===== src/rtl/lsu_pkg.sv =====
// lsu_pkg: shared types and the alignment rule for the Wishbone load/store unit.
package lsu_pkg;

    typedef enum logic [1:0] {SZ_BYTE = 2'b00, SZ_HALF = 2'b01, SZ_WORD = 2'b10} size_e;

    typedef enum logic [2:0] {IDLE, RD, RMW_RD, WR, RMW_WR, RESP, RESP_ERR} state_e;

    // Size code 2'b11 behaves like a word.
    function automatic logic is_misaligned(input logic [1:0] size, input logic [1:0] addr);
        return (size == SZ_HALF) ? addr[0] : size[1] ? |addr : 1'b0;
    endfunction

endpackage


===== src/rtl/lsu_lane_unit.sv =====
// lsu_lane_unit: byte-lane load extraction/extension and sub-word store merge.
module lsu_lane_unit
    import lsu_pkg::*;
(
    input  logic [31:0] rd_word_i,
    input  logic [31:0] wdata_i,
    input  logic [1:0]  lane_i,
    input  logic [1:0]  size_i,
    input  logic        unsigned_i,
    output logic [31:0] load_o,
    output logic [31:0] merge_o
);

    logic [4:0]  sh;
    logic [31:0] lane, mask;

    // Alignment is checked upstream, so the byte shift also places a half on its lane.
    assign sh      = {lane_i, 3'b000};
    assign lane    = rd_word_i >> sh;
    assign mask    = ((size_i == SZ_BYTE) ? 32'h0000_00FF : 32'h0000_FFFF) << sh;
    assign merge_o = (rd_word_i & ~mask) | ((wdata_i << sh) & mask);
    assign load_o  = (size_i == SZ_BYTE) ? {{24{~unsigned_i & lane[7]}}, lane[7:0]} :
                     (size_i == SZ_HALF) ? {{16{~unsigned_i & lane[15]}}, lane[15:0]} :
                     rd_word_i;

endmodule


===== src/rtl/lsu_wb_master.sv =====
// lsu_wb_master: load/store FSM driving a word-only Wishbone slave, with
// read-modify-write sub-word stores, misalignment abort and ack watchdog.
module lsu_wb_master
    import lsu_pkg::*;
#(
    parameter int TIMEOUT_CYCLES = 16,
    parameter int ADDR_WIDTH     = 32
) (
    input  logic                  clk,
    input  logic                  rst,
    input  logic                  req_i,
    input  logic                  we_i,
    input  logic [1:0]            size_i,
    input  logic                  unsigned_i,
    input  logic [ADDR_WIDTH-1:0] addr_i,
    input  logic [31:0]           wdata_i,
    output logic [31:0]           rdata_o,
    output logic                  done_o,
    output logic                  misaligned_o,
    output logic                  err_o,
    output logic                  busy_o,
    output logic                  wb_cyc_o,
    output logic                  wb_stb_o,
    output logic                  wb_we_o,
    output logic [ADDR_WIDTH-1:0] wb_addr_o,
    output logic [31:0]           wb_data_o,
    input  logic [31:0]           wb_data_i,
    input  logic                  wb_ack_i
);

    state_e                state_q, state_d;
    logic [ADDR_WIDTH-1:0] addr_q, addr_d;
    logic [1:0]            size_q, size_d;
    logic                  uns_q, uns_d, to_q, to_d;
    logic [31:0]           data_q, data_d, rdata_q, rdata_d, cnt_q, cnt_d;
    logic [31:0]           ld_word, merged;
    logic                  timeout;

    lsu_lane_unit u_lane (
        .rd_word_i  (wb_data_i),
        .wdata_i    (data_q),
        .lane_i     (addr_q[1:0]),
        .size_i     (size_q),
        .unsigned_i (uns_q),
        .load_o     (ld_word),
        .merge_o    (merged)
    );

    always_ff @(posedge clk or posedge rst) begin
        if (rst) begin
            state_q <= IDLE;
            addr_q  <= '0;
            size_q  <= '0;
            uns_q   <= 1'b0;
            to_q    <= 1'b0;
            data_q  <= '0;
            rdata_q <= '0;
            cnt_q   <= '0;
        end else begin
            state_q <= state_d;
            addr_q  <= addr_d;
            size_q  <= size_d;
            uns_q   <= uns_d;
            to_q    <= to_d;
            data_q  <= data_d;
            rdata_q <= rdata_d;
            cnt_q   <= cnt_d;
        end
    end

    assign timeout = (TIMEOUT_CYCLES != 0) && !wb_ack_i && (cnt_q + 32'd1 == 32'(TIMEOUT_CYCLES));

    always_comb begin
        state_d = state_q;
        addr_d  = addr_q;
        size_d  = size_q;
        uns_d   = uns_q;
        to_d    = to_q;
        data_d  = data_q;
        rdata_d = rdata_q;
        cnt_d   = cnt_q;
        case (state_q)
            IDLE: if (req_i) begin
                addr_d  = addr_i;
                size_d  = size_i;
                uns_d   = unsigned_i;
                data_d  = wdata_i;
                to_d    = 1'b0;
                cnt_d   = '0;
                rdata_d = is_misaligned(size_i, addr_i[1:0]) ? '0 : rdata_q;
                state_d = is_misaligned(size_i, addr_i[1:0]) ? RESP_ERR :
                          !we_i ? RD : size_i[1] ? WR : RMW_RD;
            end
            RD, RMW_RD, WR, RMW_WR: if (wb_ack_i) begin
                state_d = (state_q == RMW_RD) ? RMW_WR : RESP;
                data_d  = (state_q == RMW_RD) ? merged : data_q;
                rdata_d = (state_q == RD) ? ld_word : (state_q == RMW_RD) ? rdata_q : '0;
                cnt_d   = '0;
            end else if (timeout) begin
                state_d = RESP_ERR;
                to_d    = 1'b1;
                rdata_d = '0;
            end else begin
                cnt_d = cnt_q + 32'd1;
            end
            default: state_d = IDLE;
        endcase
    end

    always_comb begin
        busy_o       = state_q != IDLE;
        wb_we_o      = (state_q == WR) || (state_q == RMW_WR);
        wb_cyc_o     = wb_we_o || (state_q == RD) || (state_q == RMW_RD);
        wb_stb_o     = wb_cyc_o;
        wb_addr_o    = {addr_q[ADDR_WIDTH-1:2], 2'b00};
        wb_data_o    = wb_we_o ? data_q : '0;
        done_o       = (state_q == RESP) || (state_q == RESP_ERR);
        misaligned_o = (state_q == RESP_ERR) && !to_q;
        err_o        = (state_q == RESP_ERR) && to_q;
        rdata_o      = rdata_q;
    end

endmodule


===== config.mk =====
export PLATFORM = sky130hd
export DESIGN_NAME = lsu_wb_master
export DESIGN_NICKNAME = d
export VERILOG_FILES = /design/src/rtl/lsu_pkg.sv /design/src/rtl/lsu_lane_unit.sv /design/src/rtl/lsu_wb_master.sv
export SDC_FILE = /design/constraint.sdc
export NUM_CORES = 1
export LEC_CHECK = 0
export CORE_MARGIN = 2
export CORE_UTILIZATION = 25
export CTS_CLUSTER_DIAMETER = 30
export CTS_CLUSTER_SIZE = 25
export DETAILED_ROUTE_END_ITERATION = 12
export PLACE_DENSITY = 0.49
export SYNTH_ARGS = -nofsm -noshare
export SYNTH_HDL_FRONTEND = slang
export SYNTH_HIERARCHICAL = 1
export SYNTH_SLANG_ARGS = --single-unit
export TNS_END_PERCENT = 20

===== constraint.sdc =====
create_clock -name clk -period 4.2 [get_ports clk]
set_input_delay 0.63 -clock clk [delete_from_list [all_inputs] [get_ports clk]]
set_output_delay 0.63 -clock clk [all_outputs]
set_load 0.03 [all_outputs]

==> results.rst <==
.. list-table::
   :header-rows: 1

   * - Metric
     - Value
   * - Outcome
     - finished clean
   * - Number of setup buffers added after CTS
     - 0
   * - Crit-path max FO
     - 32
   * - Area of the die
     - 0.0351 mm2
   * - Clock-pin slew on the worst setup and hold paths
     - roughly 0.060 ns
   * - Category of the critical setup timing path
     - flip-flop to flip-flop
   * - Fraction of layout cells with a size suffix above 1
     - a little under an eighth
   * - Tot GR Track Use
     - approximately 17%
   * - Post-synth top area cell
     - dfrtp_1
   * - Fin worst setup slack
     - 0.807 ns
   * - Share of the synthesized area in the top cell type
     - around two fifths
   * - Pin count of the biggest net entering global routing
     - 82
   * - Drt total wl
     - 29400 um
   * - Max clock buf depth
     - 2
   * - Total of flip-flops plus latches after synthesis
     - between 100 and 150
   * - Core Region
     - ~0.033 mm2
   * - Number of global-route vias before repair
     - about 7400
   * - Initial antenna violation count
     - 0
   * - Number of levels the H-tree was split into
     - 4
   * - Root buf cell
     - clkbuf_16
   * - Vertical die dimension
     - about 190 um
   * - Layout Area Growth over Synthesis
     - 33.9%
   * - Most instantiated flip-flop cell in the synthesis netlist
     - dfrtp_1
   * - Count of input and output buffers
     - just over 200
   * - Worst slew margin relative to its limit
     - approximately 29%
   * - Average footprint of a synthesized cell
     - 8.93 um2
   * - Minimum hold slack
     - approximately 0.5 ns
   * - Req. time, crit path
     - around 4.5 ns
   * - Data arrival time at the worst-slack endpoint
     - between 3 and 4 ns
   * - Hold-fix buffer count after cts
     - 0
   * - Worst skew pair latency
     - 0.43 ns
   * - PwrDens
     - roughly 800 mW/mm2
   * - Share of the clock period used by the worst path after layout
     - around 80%
   * - CP Capture Type
     - flip-flop
   * - Wire length of the first global-routing pass
     - between 40000 and 50000 um
   * - Number of clock sinks seen by CTS
     - 135
   * - Leakage power
     - around 0.0046 uW
   * - DRC violations left
     - 0
   * - Final core utilization
     - between 30% and 40%
   * - Total overflow reported by the global router
     - 0
   * - Number of instances in the synthesized netlist
     - roughly 940
   * - Proportion of synthesized chip area in sequential cells
     - between 40% and 50%
   * - Total of endpoints with negative setup slack in the final report
     - 0
   * - Synth cell types
     - just under 70
   * - Starting density of the core
     - between 20% and 30%
   * - Cell types with the highest counts after synthesis
     - dfrtp_1 (135), nand2_1 (101), nor2_1 (77)
   * - Worst setup slack after placement
     - between 0.8 and 0.9 ns
   * - Worst slew pin tran
     - 1.06 ns
   * - I/O pin total
     - 207
   * - Number of nets with antenna violations after detailed routing
     - 0
   * - Cells taking the most area after synthesis
     - dfrtp_1 (40%), mux2_2 (6.7%), mux2i_1 (5.4%)
   * - Post-DP HPWL
     - between 20000 and 25000 um
   * - Routed wire per std cell
     - 19.1 um
   * - Aggregate negative setup slack
     - 0 ns
   * - Number of vias per cell after detailed routing
     - slightly below 5
   * - TritonCTS clock tree
     - built
   * - Final Slew Violations
     - 0
   * - Total of max-cap violations
     - 0
   * - Total of fill cells in the finished design
     - 3510
   * - Total number of nets in the final design
     - roughly 1200
   * - Type of origin of the critical path
     - flip-flop
   * - Maximum clock rate
     - slightly below 0.3 GHz
   * - Number of buffers created by CTS
     - 17
   * - Last weighted congestion value of the routability-driven placer
     - just under 0.9
   * - Die Span X
     - ~190 um
   * - Yosys warning count
     - 6
   * - R2R setup slack
     - around 0.81 ns
   * - Final min period
     - around 3.4 ns
   * - Via count
     - ~7600
   * - IR drop worst, VDD
     - between 0.3 and 0.4 mV
   * - EDFF count, synth
     - 0
   * - DRT Pass-1 Iters
     - 5
   * - Number of standard-cell rows in the floorplan
     - between 60 and 70
   * - Initial DRC Count
     - approximately 730
   * - Number of hold-slack violations in the final timing report
     - 0
   * - Setup repair after global routing missed its margin
     - no
   * - Worst hold path class
     - flip-flop to flip-flop
   * - Number of resized instances in the post-cts repair step
     - 0
   * - Skew final
     - approximately 0.0093 ns
   * - Most frequent cell after synthesis
     - dfrtp_1
   * - Total standard cell area after synthesis
     - 0.00841 mm2
   * - Share of flip-flops with an asynchronous set or reset after synthesis
     - between 90% and 100%
[registers in the layout, summed over array words and instances (netlist names)]
name / flops
to_q: 1
data_q: 32
addr_q: 32
cnt_q: 32
state_q: 3
uns_q: 1
size_q: 2
rdata_o: 32
[critical path, stage by stage, from the launching register on]
cell and delay (ns):
dfrtp_1 0.48, ha_1 0.30, nand3_1 0.13, or4_1 0.58
nor4_1 0.33, o211ai_1 0.15, nor4bb_1 0.28, and4b_1 0.45
o21ai_4 0.06, buf_4 0.27, a22o_1 0.22
[logic make-up after synthesis]
group,synth area share (%)
AOI/OAI and AO/OA,19.2
xor gates and xnor gates,1.04
adders and majority gates,0.298
buffers and inverters,7.86
DFF,40.2
muxes,12.3
other,0.0446
and+or+nand+nor,19.1
[metal layers]
metal	vias to the layer above	track usage, %	share of wire, %
met3	45	4.52	7.4
met1	3682	23.2	46
met5	-	0	0
met4	0	5.48	2.7
li1	3623	-	-
met2	282	25.0	43
[final cells by class]
cell class                      count  area (um2)  area share [%]
Antenna cell                        1        2.50          0.0222
Clock buffer                       20         467            4.15
Multi-Input combinational cell    680        4400            39.1
Clock inverter                     12         174            1.54
Sequential cell                   135        3380            30.0
Timing Repair Buffer              222        2190            19.5
Inverter                           21        82.6           0.734
Tap cell                          448         561            4.98
[layout by cell type (no fill, tap or decap), types with 6 or more instances in the layout]
cell             Yosys  layout
o2111ai_1            6       6
dfrtp_1            135     135
mux2_2              50      50
and2_1              37      36
inv_1               21      20
o21ai_0             64      63
clkdlybuf4s50_1      0     204
o31ai_1             13      12
a22o_1              36      36
a22oi_1             20      20
and3_1               7       6
o211ai_1             6       6
nand2_1            101     101
or4_1                6       6
clkbuf_16            0      17
or3_1                6       6
xnor2_1              6       6
o22ai_1              9       9
nand4_1              9       9
mux2i_1             45      45
nor2b_1              7       7
buf_4               35      17
nor2_1              77      77
nor3_1              14      14
nand2b_1             9       9
a21oi_1             59      59
a31oi_1              8       8
nand3_1             21      21
[per-stage QoR]
stage | power (uW) | instance area (um2) | cells
detailed placement | 7400 | 10600 | 1506
global route | 9560 | 11300 | 1538
floorplan | 5720 | 8420 | 943
CTS | 9090 | 11300 | 1538
finish | 9000 | 11300 | 1539
global placement | 7380 | 10600 | 1506
[where the power goes]
part | switching, uW | total, uW | internal, uW
Combinational | 3020 | 5110 | 2090
Clock | 610 | 1650 | 1040
Sequential | 463 | 2240 | 1780
[final timing paths]
path / startpoint / end / cells past startpoint
min in group asynchronous: rst / rdata_o[12] / 3
hold reg to reg: rdata_o[15] / rdata_o[15] / 1
hold / removal: rdata_o[15] / rdata_o[15] / 1
setup reg to reg: cnt_q[0] / rdata_o[13] / 10
setup / recovery: cnt_q[0] / rdata_o[13] / 10
max in group asynchronous: rst / cnt_q[11] / 3
(Power assumes the default switching activity.)
